[config.mk]
export PLATFORM = sky130hd
export DESIGN_NAME = idex_stage_flat
export DESIGN_NICKNAME = d
export VERILOG_FILES = /design/src/rtl/idex_stage_if.sv /design/src/rtl/idex_stage.sv /design/src/flat_wrapper.sv
export SDC_FILE = /design/constraint.sdc
export NUM_CORES = 1
export LEC_CHECK = 0
export CAP_MARGIN = 20
export CORE_AREA = 2 2 161 163
export CTS_BUF_LIST = sky130_fd_sc_hd__clkbuf_4
export CTS_CLUSTER_DIAMETER = 80
export CTS_CLUSTER_SIZE = 28
export DETAILED_ROUTE_END_ITERATION = 8
export DIE_AREA = 0 0 163 165
export MAX_ROUTING_LAYER = met4
export PLACE_DENSITY = 0.89
export SKIP_LAST_GASP = 1
export SYNTH_ARGS = -nofsm -noshare
export SYNTH_HDL_FRONTEND = slang
export SYNTH_SLANG_ARGS = --single-unit
[constraint.sdc]
create_clock -name clk -period 2.4 [get_ports clk]
set_input_delay 0.36 -clock clk [delete_from_list [all_inputs] [get_ports clk]]
set_output_delay 0.36 -clock clk [all_outputs]
set_load 0.005 [all_outputs]
[src/rtl/idex_stage_if.sv]
// ID/EX stage bus: decode-side operands and control, MEM/WB forwarding
// sources, and the execute-side operands/control driven by the stage.
interface idex_stage_if #(
    parameter int XLEN = 32,
    parameter int REGW = 5
);
    // decode stage
    logic [XLEN-1:0] rd1_d, rd2_d, imm_d, pc_d;
    logic [REGW-1:0] rs1_d, rs2_d, rd_d;
    logic [2:0]      alucontrol_d;
    logic            alusrc_d, regwrite_d, memwrite_d, branch_d, jump_d;
    logic [1:0]      resultsrc_d;

    // pipeline control
    logic            stall_e, flush_e;

    // forwarding sources
    logic [XLEN-1:0] aluresult_m;
    logic [REGW-1:0] rd_m;
    logic            regwrite_m;
    logic [XLEN-1:0] result_w;
    logic [REGW-1:0] rd_w;
    logic            regwrite_w;

    // execute stage
    logic [XLEN-1:0] srca_e, srcb_e, writedata_e, pc_e, imm_e;
    logic [2:0]      alucontrol_e;
    logic [REGW-1:0] rd_e;
    logic            regwrite_e, memwrite_e, branch_e, jump_e;
    logic [1:0]      resultsrc_e;
    logic            stall_d;

    // driver of decode/forwarding signals (decode stage or bench)
    modport master (
        output rd1_d, rd2_d, imm_d, pc_d, rs1_d, rs2_d, rd_d, alucontrol_d,
               alusrc_d, regwrite_d, memwrite_d, branch_d, jump_d, resultsrc_d,
               stall_e, flush_e, aluresult_m, rd_m, regwrite_m,
               result_w, rd_w, regwrite_w,
        input  srca_e, srcb_e, writedata_e, pc_e, imm_e, alucontrol_e, rd_e,
               regwrite_e, memwrite_e, branch_e, jump_e, resultsrc_e, stall_d
    );

    // the ID/EX stage itself
    modport slave (
        input  rd1_d, rd2_d, imm_d, pc_d, rs1_d, rs2_d, rd_d, alucontrol_d,
               alusrc_d, regwrite_d, memwrite_d, branch_d, jump_d, resultsrc_d,
               stall_e, flush_e, aluresult_m, rd_m, regwrite_m,
               result_w, rd_w, regwrite_w,
        output srca_e, srcb_e, writedata_e, pc_e, imm_e, alucontrol_e, rd_e,
               regwrite_e, memwrite_e, branch_e, jump_e, resultsrc_e, stall_d
    );
endinterface

[src/rtl/idex_stage.sv]
// ID/EX pipeline register with MEM/WB operand forwarding and load-use
// hazard detection. A bubble is an all-zero EX register (NOP, rd=x0).
module idex_stage #(
    parameter int XLEN = 32,
    parameter int REGW = 5
) (
    input logic         clk,
    input logic         rst_n,
    idex_stage_if.slave bus
);

    typedef struct packed {
        logic [XLEN-1:0] rd1;
        logic [XLEN-1:0] rd2;
        logic [XLEN-1:0] imm;
        logic [XLEN-1:0] pc;
        logic [REGW-1:0] rs1;
        logic [REGW-1:0] rs2;
        logic [REGW-1:0] rd;
        logic [2:0]      alucontrol;
        logic            alusrc;
        logic            regwrite;
        logic            memwrite;
        logic            branch;
        logic            jump;
        logic [1:0]      resultsrc;
    } ex_t;

    ex_t             d_in;
    ex_t             ex_q;
    logic            load_use;
    logic [XLEN-1:0] fwd_a;
    logic [XLEN-1:0] fwd_b;

    // Pack decode-stage fields into one record for the EX register.
    always_comb begin
        d_in            = '0;
        d_in.rd1        = bus.rd1_d;
        d_in.rd2        = bus.rd2_d;
        d_in.imm        = bus.imm_d;
        d_in.pc         = bus.pc_d;
        d_in.rs1        = bus.rs1_d;
        d_in.rs2        = bus.rs2_d;
        d_in.rd         = bus.rd_d;
        d_in.alucontrol = bus.alucontrol_d;
        d_in.alusrc     = bus.alusrc_d;
        d_in.regwrite   = bus.regwrite_d;
        d_in.memwrite   = bus.memwrite_d;
        d_in.branch     = bus.branch_d;
        d_in.jump       = bus.jump_d;
        d_in.resultsrc  = bus.resultsrc_d;
    end

    // Load in EX whose destination is read by the instruction in decode.
    assign load_use = (ex_q.resultsrc == 2'b01) && (ex_q.rd != '0) &&
                      ((ex_q.rd == bus.rs1_d) || (ex_q.rd == bus.rs2_d));

    // EX register: flush beats hold, hold beats load-use bubble.
    always_ff @(posedge clk or negedge rst_n) begin
        // NOTE: every EX field is reset so the stage comes up holding a NOP;
        // state is updated with non-blocking assignments so all fields move
        // together on the edge.
        if (!rst_n) begin
            ex_q <= '0;
        end else if (bus.flush_e) begin
            ex_q <= '0;
        end else if (!bus.stall_e) begin
            ex_q <= load_use ? '0 : d_in;
        end
    end

    // Operand forwarding: MEM beats WB, x0 is never forwarded.
    always_comb begin
        // NOTE: defaults first so no path through this block infers a latch.
        fwd_a = ex_q.rd1;
        fwd_b = ex_q.rd2;
        if (bus.regwrite_m && bus.rd_m != '0 && bus.rd_m == ex_q.rs1) begin
            fwd_a = bus.aluresult_m;
        end else if (bus.regwrite_w && bus.rd_w != '0 && bus.rd_w == ex_q.rs1) begin
            fwd_a = bus.result_w;
        end
        if (bus.regwrite_m && bus.rd_m != '0 && bus.rd_m == ex_q.rs2) begin
            fwd_b = bus.aluresult_m;
        end else if (bus.regwrite_w && bus.rd_w != '0 && bus.rd_w == ex_q.rs2) begin
            fwd_b = bus.result_w;
        end
    end

    assign bus.srca_e       = fwd_a;
    assign bus.srcb_e       = ex_q.alusrc ? ex_q.imm : fwd_b;
    assign bus.writedata_e  = fwd_b;
    assign bus.alucontrol_e = ex_q.alucontrol;
    assign bus.pc_e         = ex_q.pc;
    assign bus.imm_e        = ex_q.imm;
    assign bus.rd_e         = ex_q.rd;
    assign bus.regwrite_e   = ex_q.regwrite;
    assign bus.memwrite_e   = ex_q.memwrite;
    assign bus.branch_e     = ex_q.branch;
    assign bus.jump_e       = ex_q.jump;
    assign bus.resultsrc_e  = ex_q.resultsrc;
    assign bus.stall_d      = load_use;

endmodule

[src/flat_wrapper.sv]
// flat-port wrapper written by rule: the top's interface ports become plain ports
module idex_stage_flat 
#(
    parameter int XLEN = 32,
    parameter int REGW = 5
)
  (clk, rst_n, bus_rd1_d, bus_rd2_d, bus_imm_d, bus_pc_d, bus_rs1_d, bus_rs2_d, bus_rd_d, bus_alucontrol_d, bus_alusrc_d, bus_regwrite_d, bus_memwrite_d, bus_branch_d, bus_jump_d, bus_resultsrc_d, bus_stall_e, bus_flush_e, bus_aluresult_m, bus_rd_m, bus_regwrite_m, bus_result_w, bus_rd_w, bus_regwrite_w, bus_srca_e, bus_srcb_e, bus_writedata_e, bus_pc_e, bus_imm_e, bus_alucontrol_e, bus_rd_e, bus_regwrite_e, bus_memwrite_e, bus_branch_e, bus_jump_e, bus_resultsrc_e, bus_stall_d);
  idex_stage_if #(.XLEN(XLEN), .REGW(REGW)) bus_i ();
  input logic clk;
  input logic rst_n;
  input wire logic [$bits(bus_i.rd1_d)-1:0] bus_rd1_d;
  input wire logic [$bits(bus_i.rd2_d)-1:0] bus_rd2_d;
  input wire logic [$bits(bus_i.imm_d)-1:0] bus_imm_d;
  input wire logic [$bits(bus_i.pc_d)-1:0] bus_pc_d;
  input wire logic [$bits(bus_i.rs1_d)-1:0] bus_rs1_d;
  input wire logic [$bits(bus_i.rs2_d)-1:0] bus_rs2_d;
  input wire logic [$bits(bus_i.rd_d)-1:0] bus_rd_d;
  input wire logic [$bits(bus_i.alucontrol_d)-1:0] bus_alucontrol_d;
  input wire logic [$bits(bus_i.alusrc_d)-1:0] bus_alusrc_d;
  input wire logic [$bits(bus_i.regwrite_d)-1:0] bus_regwrite_d;
  input wire logic [$bits(bus_i.memwrite_d)-1:0] bus_memwrite_d;
  input wire logic [$bits(bus_i.branch_d)-1:0] bus_branch_d;
  input wire logic [$bits(bus_i.jump_d)-1:0] bus_jump_d;
  input wire logic [$bits(bus_i.resultsrc_d)-1:0] bus_resultsrc_d;
  input wire logic [$bits(bus_i.stall_e)-1:0] bus_stall_e;
  input wire logic [$bits(bus_i.flush_e)-1:0] bus_flush_e;
  input wire logic [$bits(bus_i.aluresult_m)-1:0] bus_aluresult_m;
  input wire logic [$bits(bus_i.rd_m)-1:0] bus_rd_m;
  input wire logic [$bits(bus_i.regwrite_m)-1:0] bus_regwrite_m;
  input wire logic [$bits(bus_i.result_w)-1:0] bus_result_w;
  input wire logic [$bits(bus_i.rd_w)-1:0] bus_rd_w;
  input wire logic [$bits(bus_i.regwrite_w)-1:0] bus_regwrite_w;
  output wire logic [$bits(bus_i.srca_e)-1:0] bus_srca_e;
  output wire logic [$bits(bus_i.srcb_e)-1:0] bus_srcb_e;
  output wire logic [$bits(bus_i.writedata_e)-1:0] bus_writedata_e;
  output wire logic [$bits(bus_i.pc_e)-1:0] bus_pc_e;
  output wire logic [$bits(bus_i.imm_e)-1:0] bus_imm_e;
  output wire logic [$bits(bus_i.alucontrol_e)-1:0] bus_alucontrol_e;
  output wire logic [$bits(bus_i.rd_e)-1:0] bus_rd_e;
  output wire logic [$bits(bus_i.regwrite_e)-1:0] bus_regwrite_e;
  output wire logic [$bits(bus_i.memwrite_e)-1:0] bus_memwrite_e;
  output wire logic [$bits(bus_i.branch_e)-1:0] bus_branch_e;
  output wire logic [$bits(bus_i.jump_e)-1:0] bus_jump_e;
  output wire logic [$bits(bus_i.resultsrc_e)-1:0] bus_resultsrc_e;
  output wire logic [$bits(bus_i.stall_d)-1:0] bus_stall_d;
  assign bus_i.rd1_d = bus_rd1_d;
  assign bus_i.rd2_d = bus_rd2_d;
  assign bus_i.imm_d = bus_imm_d;
  assign bus_i.pc_d = bus_pc_d;
  assign bus_i.rs1_d = bus_rs1_d;
  assign bus_i.rs2_d = bus_rs2_d;
  assign bus_i.rd_d = bus_rd_d;
  assign bus_i.alucontrol_d = bus_alucontrol_d;
  assign bus_i.alusrc_d = bus_alusrc_d;
  assign bus_i.regwrite_d = bus_regwrite_d;
  assign bus_i.memwrite_d = bus_memwrite_d;
  assign bus_i.branch_d = bus_branch_d;
  assign bus_i.jump_d = bus_jump_d;
  assign bus_i.resultsrc_d = bus_resultsrc_d;
  assign bus_i.stall_e = bus_stall_e;
  assign bus_i.flush_e = bus_flush_e;
  assign bus_i.aluresult_m = bus_aluresult_m;
  assign bus_i.rd_m = bus_rd_m;
  assign bus_i.regwrite_m = bus_regwrite_m;
  assign bus_i.result_w = bus_result_w;
  assign bus_i.rd_w = bus_rd_w;
  assign bus_i.regwrite_w = bus_regwrite_w;
  assign bus_srca_e = bus_i.srca_e;
  assign bus_srcb_e = bus_i.srcb_e;
  assign bus_writedata_e = bus_i.writedata_e;
  assign bus_pc_e = bus_i.pc_e;
  assign bus_imm_e = bus_i.imm_e;
  assign bus_alucontrol_e = bus_i.alucontrol_e;
  assign bus_rd_e = bus_i.rd_e;
  assign bus_regwrite_e = bus_i.regwrite_e;
  assign bus_memwrite_e = bus_i.memwrite_e;
  assign bus_branch_e = bus_i.branch_e;
  assign bus_jump_e = bus_i.jump_e;
  assign bus_resultsrc_e = bus_i.resultsrc_e;
  assign bus_stall_d = bus_i.stall_d;
  idex_stage #(.XLEN(XLEN), .REGW(REGW)) u_core (.clk(clk), .rst_n(rst_n), .bus(bus_i));
endmodule
==> results of run 1 <==
==> routing by layer <==
metal	share of wire (%)	vias to the layer above	global-route usage, %	routed length (µm)
met5	0	-	-	0
met4	4.9	0	18.9	2270
met3	9.2	198	8.86	4270
met2	48	774	50.8	22100
met1	38	5513	40.2	17500
li1	-	4803	-	-
==> critical path: stages (launching register included) <==
cell and delay, ns:
dfrtp_1 0.43, xnor2_1 0.25, buf_4 0.16, nand2_1 0.05, or4b_4 0.54, buf_12 0.15, buf_12 0.14, buf_16 0.15
nor2_4 0.15, a21oi_4 0.07, buf_2 0.14
==> where the power goes <==
| part | switching (W) | internal [W] | total, W |
|---|---|---|---|
| Sequential | 0.000147 | 0.00273 | 0.00287 |
| Clock | 0.00109 | 0.000555 | 0.00165 |
| Combinational | 0.000987 | 0.00118 | 0.00216 |
==> Yosys cell counts, types with 4 or more instances <==
master / number
buf_2: 8
o21ai_0: 28
o41ai_1: 92
nand2_1: 77
a221oi_2: 31
inv_1: 184
nor2_1: 33
xor2_1: 12
o21ai_1: 6
mux2i_1: 61
o41ai_2: 60
nand3b_1: 111
buf_8: 4
nor3_1: 34
nand3_1: 6
xnor2_1: 18
dfrtp_1: 153
clkbuf_1: 88
buf_4: 84
a21oi_1: 32
==> cell families (layout without fill, tap and decap cells) <==
| logic type | after synthesis | after routing | synth area share [%] |
|---|---|---|---|
| flops | 153 | 153 | 35.8 |
| xor+xnor | 30 | 30 | 2.45 |
| other cells | 0 | 3 | 0 |
| simple gates | 272 | 272 | 14.6 |
| buf+inv | 371 | 796 | 16.7 |
| compound gates | 253 | 253 | 24.4 |
| mux | 64 | 64 | 6.09 |
==> timing repair <==
action,4_1_cts,5_1_grt
pin swaps,24,53
hold buffers,1,0
gates resized for setup,553,148
setup endpoints to repair,97,99
endpoints found under the hold margin,46,0
buffers inserted,64,36
gates cloned,24,1
==> stage by stage <==
stage	utilization (%)	power [W]	hold slack, ns
global route	68.8	0.00694	0.226
floorplan	-	0.00369	0.0644
global placement	59.3	0.00474	0.347
CTS	66.7	0.00653	0.213
detailed placement	59.3	0.00478	0.349
finish	68.8	0.00668	0.256
==> area by class of cell <==
class | count | area share, %
timing repair buffer | 580 | 34.1
clock buffer | 18 | 0.784
multi-input combinational | 619 | 35.5
inverter | 184 | 4.01
clock inverter | 14 | 0.821
sequential | 153 | 22.3
tap | 330 | 2.40
antenna | 3 | 0.0436
==> registers in the layout (all words and copies together), names as in the netlist <==
register	cells
u_core.bus.alucontrol_e	3
u_core.bus.branch_e	1
u_core.bus.imm_e	32
u_core.bus.jump_e	1
u_core.bus.memwrite_e	1
u_core.bus.pc_e	32
u_core.bus.rd_e	5
u_core.bus.regwrite_e	1
u_core.bus.resultsrc_e	2
u_core.ex_q	75
==> worst max path at each step <==
stage,startpoint,endpoint,slack [ns],cells after the start
detailed placement,bus_rd_w[4],bus_srcb_e[31],-1.04,8
global placement,bus_rd_w[4],bus_srcb_e[31],-1.03,8
global route,u_core.ex_q[19]$_DFFE_PN0P_,bus_srcb_e[30],-0.89,9
CTS,u_core.ex_q[18]$_DFFE_PN0P_,bus_writedata_e[2],-0.65,10
floorplan,bus_rd_w[4],bus_srcb_e[3],0.24,6
finish,u_core.ex_q[18]$_DFFE_PN0P_,bus_writedata_e[24],-0.75,10
==> impl_metrics.tcl, run 1 <==
set metrics [dict create \
    result_of_the_run "complete, but fails checks" \
    violations "negative setup slack" \
    final.setup_skew_ns 0.0325 \
    synth.net_count 1376 \
    die_y_um 165 \
    avgSynthCellArea_um2 9.37 \
    dpl.cell_count 1752 \
    drt_pre_antenna_iters 5 \
    routed_wirelength_um 46200 \
    layout.cell_area.non_filler_um2 17200 \
    tritoncts "done" \
    timing.hold.worst.class "in -> reg" \
    route.antenna.remaining_nets 0 \
    via_to_cell_ratio 5.94 \
    antenna_found_initial 3 \
    synth_area_leaders "dfrtp_1, o41ai_2, nand3b_1" \
    layout-area-overhead-vs-synth_pct 60.9 \
    synth_top_area_share_pct 35.8 \
    clockBufferDepth 2 \
    syn_inst 1143 \
    grt_max_degree 93 \
    clkSlewWorstSetupHoldPaths_ns 0.17 \
    initial_utilization_pct 42.8 \
    regToRegEndpoint "u_core.bus.pc_e[12]$_DFFE_PN0P_" \
    synthesis.area_um2 10700 \
    htreeDepth 4 \
    nNetsFinal 1788 \
    ctsRootBufferMaster "clkbuf_4" \
    insertion_delay_of_the_later_clocked_pin_in_the_worst_skew_pair_ns 0.57 \
    synth_cell_type_count 32 \
    yosys_warnings 0 \
    timing.final.crit_share_pct 131 \
    synth-async-reset-ratio_pct 100 \
    cp-start-kind "register" \
    reg2reg_from "u_core.bus.rd_e[0]$_DFFE_PN0P_" \
    finalWorstPathRequiredPeriod_ns 3.15 \
    cellPowerDensity_nw_per_um2 388 \
    setup_ws_ns -0.752 \
    mostFrequentLayoutCell "clkdlybuf4s50_1" \
    detailedPlacementHpwl_um 26500 \
    tritoncts_num_sinks 153 \
    multiInputGateArea_um2 6120 \
    max-slew-margin-rel_pct 59.6 \
    part_of_the_yosys_area_used_for_sequential_elements_pct 35.8 \
    rsz_0062_raised_after_global_routing "yes" \
    drt-initial-drc-count 1044 \
    timing.final.max_slew_violations 0 \
    top_level_ports 408 \
    min_to "u_core.ex_q[150]$_DFFE_PN0P_" \
    final-hold-violation-count 0 \
    holdCritStartpoint "bus_stall_e" \
    via_count 11300 \
    yosysTopAreaCell "dfrtp_1" \
    irDropWorstVdd_uv 299 \
    synth_flop_cell "dfrtp_1" \
    leakagePower_nw 7.55 \
    synth-edff-count 0 \
    final_layout_size_suffix_gt1_share_pct 34.9 \
    post_synthesis_sequential_element_count 153 \
    wire_length_of_the_first_global_routing_pass_um 66100 \
    globalplace.congestion 0.926 \
    worst-endpoint-arrival_ns 2.79 \
    timing.reg2reg.worst_path_depth 7 \
    io_buffers 407 \
    worst_setup_timing_slack_at_the_placement_stage_ns -1.04 \
    reg2reg_slack_ns 0.14 \
    area_of_the_placeable_core_um2 25000 \
    post-route-drc-count 0 \
    timing.critical_path.required_ns 2.04 \
    hold_path_depth 3 \
    setup_viol_count_final 96 \
    placed_cell_area_um2 14800 \
    max_cap_violations 0 \
    die_area_um2 26900 \
    fp.dieW_um 163 \
    wire_per_inst_um 24.3 \
    cts_made_buffers 17 \
    gr-usage-all-layers_pct 33.4 \
    fill_cells 1731 \
    final_cell_count_no_fill 1901 \
    overflow 0 \
    max_freq_mhz 317 \
    layout.area.seq_um2 3840 \
    max_slew.worst_pin.slew_ns 0.606 \
    row_count 58 \
    setup-tns-final_ns -56.82 \
    most-common-layout-cells "clkdlybuf4s50_1, inv_1, dfrtp_1" \
    cp-end-kind "output pin" \
    crit_path_max_fanout 7 \
    first_global_vias 11200 \
    cp_class "reg -> out" \
]
(Power assumes the default switching activity.)
==> inputs of run 2 (changes only) <==
- CELL_PAD_IN_SITES_DETAIL_PLACEMENT: default -> 1
- CELL_PAD_IN_SITES_GLOBAL_PLACEMENT: default -> 1
- CORE_AREA: 2 2 161 163 -> default
- CORE_MARGIN: default -> 2
- CORE_UTILIZATION: default -> 34
- DIE_AREA: 0 0 163 165 -> default
- PLACE_DENSITY: 0.89 -> 0.95
- TNS_END_PERCENT: default -> 20
==> run 2 against run 1 <==
The run still ends with negative setup slack left. Die area up 22%. Hold slack worse by 0.14 ns. Count of clock-buffer cells in the layout unchanged. Critical path depth down 2. Combinational power down 8%. Sequential share of layout area up 2.0 points. Global-route usage down 6.7 points. Setup slack worse by 0.19 ns. Maximum frequency down 5.6%. Power down 0.68%. Critical path type unchanged. Highest routed layer unchanged.
==> impl_metrics.tcl, run 2 (synthesis results as in run 1) <==
set metrics [dict create \
    wire_length_of_the_first_global_routing_pass_um 66600 \
    post-route-drc-count 0 \
    max_cap_violations 0 \
    fill_cells 3392 \
    finalWorstPathRequiredPeriod_ns 3.34 \
    row_count 64 \
    layout-area-overhead-vs-synth_pct 47.5 \
    detailedPlacementHpwl_um 31300 \
    timing.hold.worst.class "in -> reg" \
    cts_made_buffers 17 \
    setup_viol_count_final 97 \
    initial_utilization_pct 34.7 \
    leakagePower_nw 7.01 \
    mostFrequentLayoutCell "clkdlybuf4s50_1" \
    setup-tns-final_ns -70.81 \
    most-common-layout-cells "clkdlybuf4s50_1, inv_1, dfrtp_1" \
    slowest_delay_ns 0.47 \
    final_core_utilization_pct 51.2 \
    die_y_um 181 \
    grt_max_degree 132 \
    drt_pre_antenna_iters 7 \
    setup_ws_ns -0.939 \
    antenna_found_initial 5 \
    tritoncts "done" \
    max_slew.worst_pin.slew_ns 0.758 \
    wire_per_inst_um 23.5 \
    cp_class "reg -> out" \
    timing.critical_path.mode_cell "buf_12" \
    ctsRootBufferMaster "clkbuf_4" \
    largest_register_ffs 75 \
    critical_path.cell_chain "xnor2_1 -> nand3_1 -> nor4_4 -> buf_12 -> buf_12 -> mux2i_2 -> a21oi_2 -> clkdlybuf4s50_1" \
    first_global_vias 11500 \
    io_buffers 407 \
    worst-endpoint-arrival_ns 2.98 \
    irDropWorstVdd_uv 219 \
    final_cell_count_no_fill 1883 \
    cp-end-kind "output pin" \
    crit_path_top_delay_cell "clkdlybuf4s50_1" \
    cp-start-kind "register" \
    cellPowerDensity_nw_per_um2 420 \
    final-hold-violation-count 0 \
    via_to_cell_ratio 5.54 \
    nNetsFinal 1705 \
    tritoncts_num_sinks 153 \
    violations "negative setup slack" \
    globalplace.congestion 0.936 \
    dpl.cell_count 1825 \
    crit_path_max_fanout 16 \
    cp_num_buf_inv 3 \
    max-slew-margin-rel_pct 49.5 \
    fin_worst_hold_slack_ns 0.111 \
    die_area_um2 32900 \
    worst_setup_timing_slack_at_the_placement_stage_ns -1.43 \
    clkSlewWorstSetupHoldPaths_ns 0.14 \
    insertion_delay_of_the_later_clocked_pin_in_the_worst_skew_pair_ns 0.59 \
    via_count 10400 \
    largest-register "u_core.ex_q" \
    max_freq_mhz 299 \
    routed_wirelength_um 44300 \
    final_layout_size_suffix_gt1_share_pct 18.8 \
    final.setup_skew_ns 0.0248 \
    cpLargestDelayFamily "buffers and inverters" \
    fp.dieW_um 181 \
    timing.final.crit_share_pct 139 \
    drt-initial-drc-count 637 \
    timing.final.max_slew_violations 0 \
    top_level_ports 408 \
    route.antenna.remaining_nets 0 \
    timing.critical_path.required_ns 2.04 \
    area_of_the_placeable_core_um2 30800 \
    gr-usage-all-layers_pct 26.6 \
    htreeDepth 4 \
    clockBufferDepth 2 \
    result_of_the_run "complete, but fails checks" \
    overflow 0 \
    rsz_0062_raised_after_global_routing "yes" \
]
## run 2: final cells by class
class | instances | area (µm²) | share of cell area [%]
Multi-Input combinational cell | 619 | 5400 | 34.2
Timing Repair Buffer | 497 | 5070 | 32.1
Sequential cell | 153 | 3830 | 24.3
Inverter | 184 | 691 | 4.37
Tap cell | 396 | 495 | 3.14
Clock inverter | 11 | 156 | 0.990
Clock buffer | 18 | 135 | 0.856
Antenna cell | 5 | 12.5 | 0.0792
## run 2: final timing paths
kind	depth (start not counted)	end	from	slack (ns)
max reg2reg	6	u_core.bus.pc_e[12]$_DFFE_PN0P_	u_core.bus.rd_e[0]$_DFFE_PN0P_	0.06
max in group asynchronous	3	u_core.ex_q[151]$_DFFE_PN0P_	rst_n	1.28
min reg2reg	2	u_core.bus.branch_e$_DFFE_PN0P_	u_core.bus.branch_e$_DFFE_PN0P_	0.49
min	2	u_core.bus.pc_e[4]$_DFFE_PN0P_	bus_stall_e	0.11
max	8	bus_writedata_e[12]	u_core.ex_q[18]$_DFFE_PN0P_	-0.94
min in group asynchronous	2	u_core.ex_q[95]$_DFFE_PN0P_	rst_n	0.30
## run 2: timing repair
action / in CTS / in global routing
buffers inserted: 13 / 6
pin swaps: 7 / 9
gates cloned: 1 / 3
gates resized for setup: 106 / 60
hold buffers: 1 / 0
endpoints found under the hold margin: 56 / 0
endpoints found under the setup margin: 97 / 98
## run 2: worst reg2reg max path, delay by kind of cell (launching register included)
kind,cells,cell delay (ns)
and+or+nand+nor,1,0.56
buffers and inverters,2,0.35
AOI/OAI and AO/OA,3,0.78
DFF,1,0.49
## run 2: report_power, final
part	internal, W	switching (W)	leakage (nW)
registers	0.00272	0.000130	2.03
logic	0.00109	0.000898	4.83
clock network	0.000806	0.000983	0.152
total	0.00462	0.00201	7.01
## run 2: layer usage
metal	track usage, %	share of wire (%)	up-vias
met5	-	0	-
met4	11.3	4.1	0
met3	4.73	5.1	102
met2	45.2	50	447
met1	31.1	41	5240
li1	-	-	4639
## run 2: metrics by stage
stage | instance area [µm²] | total power [W]
6_report | 15800 | 0.00663
5_1_grt | 15800 | 0.00692
4_1_cts | 15500 | 0.00663
3_5_place_dp | 15000 | 0.00485
3_3_place_gp | 15000 | 0.00477
2_1_floorplan | 10700 | 0.00369
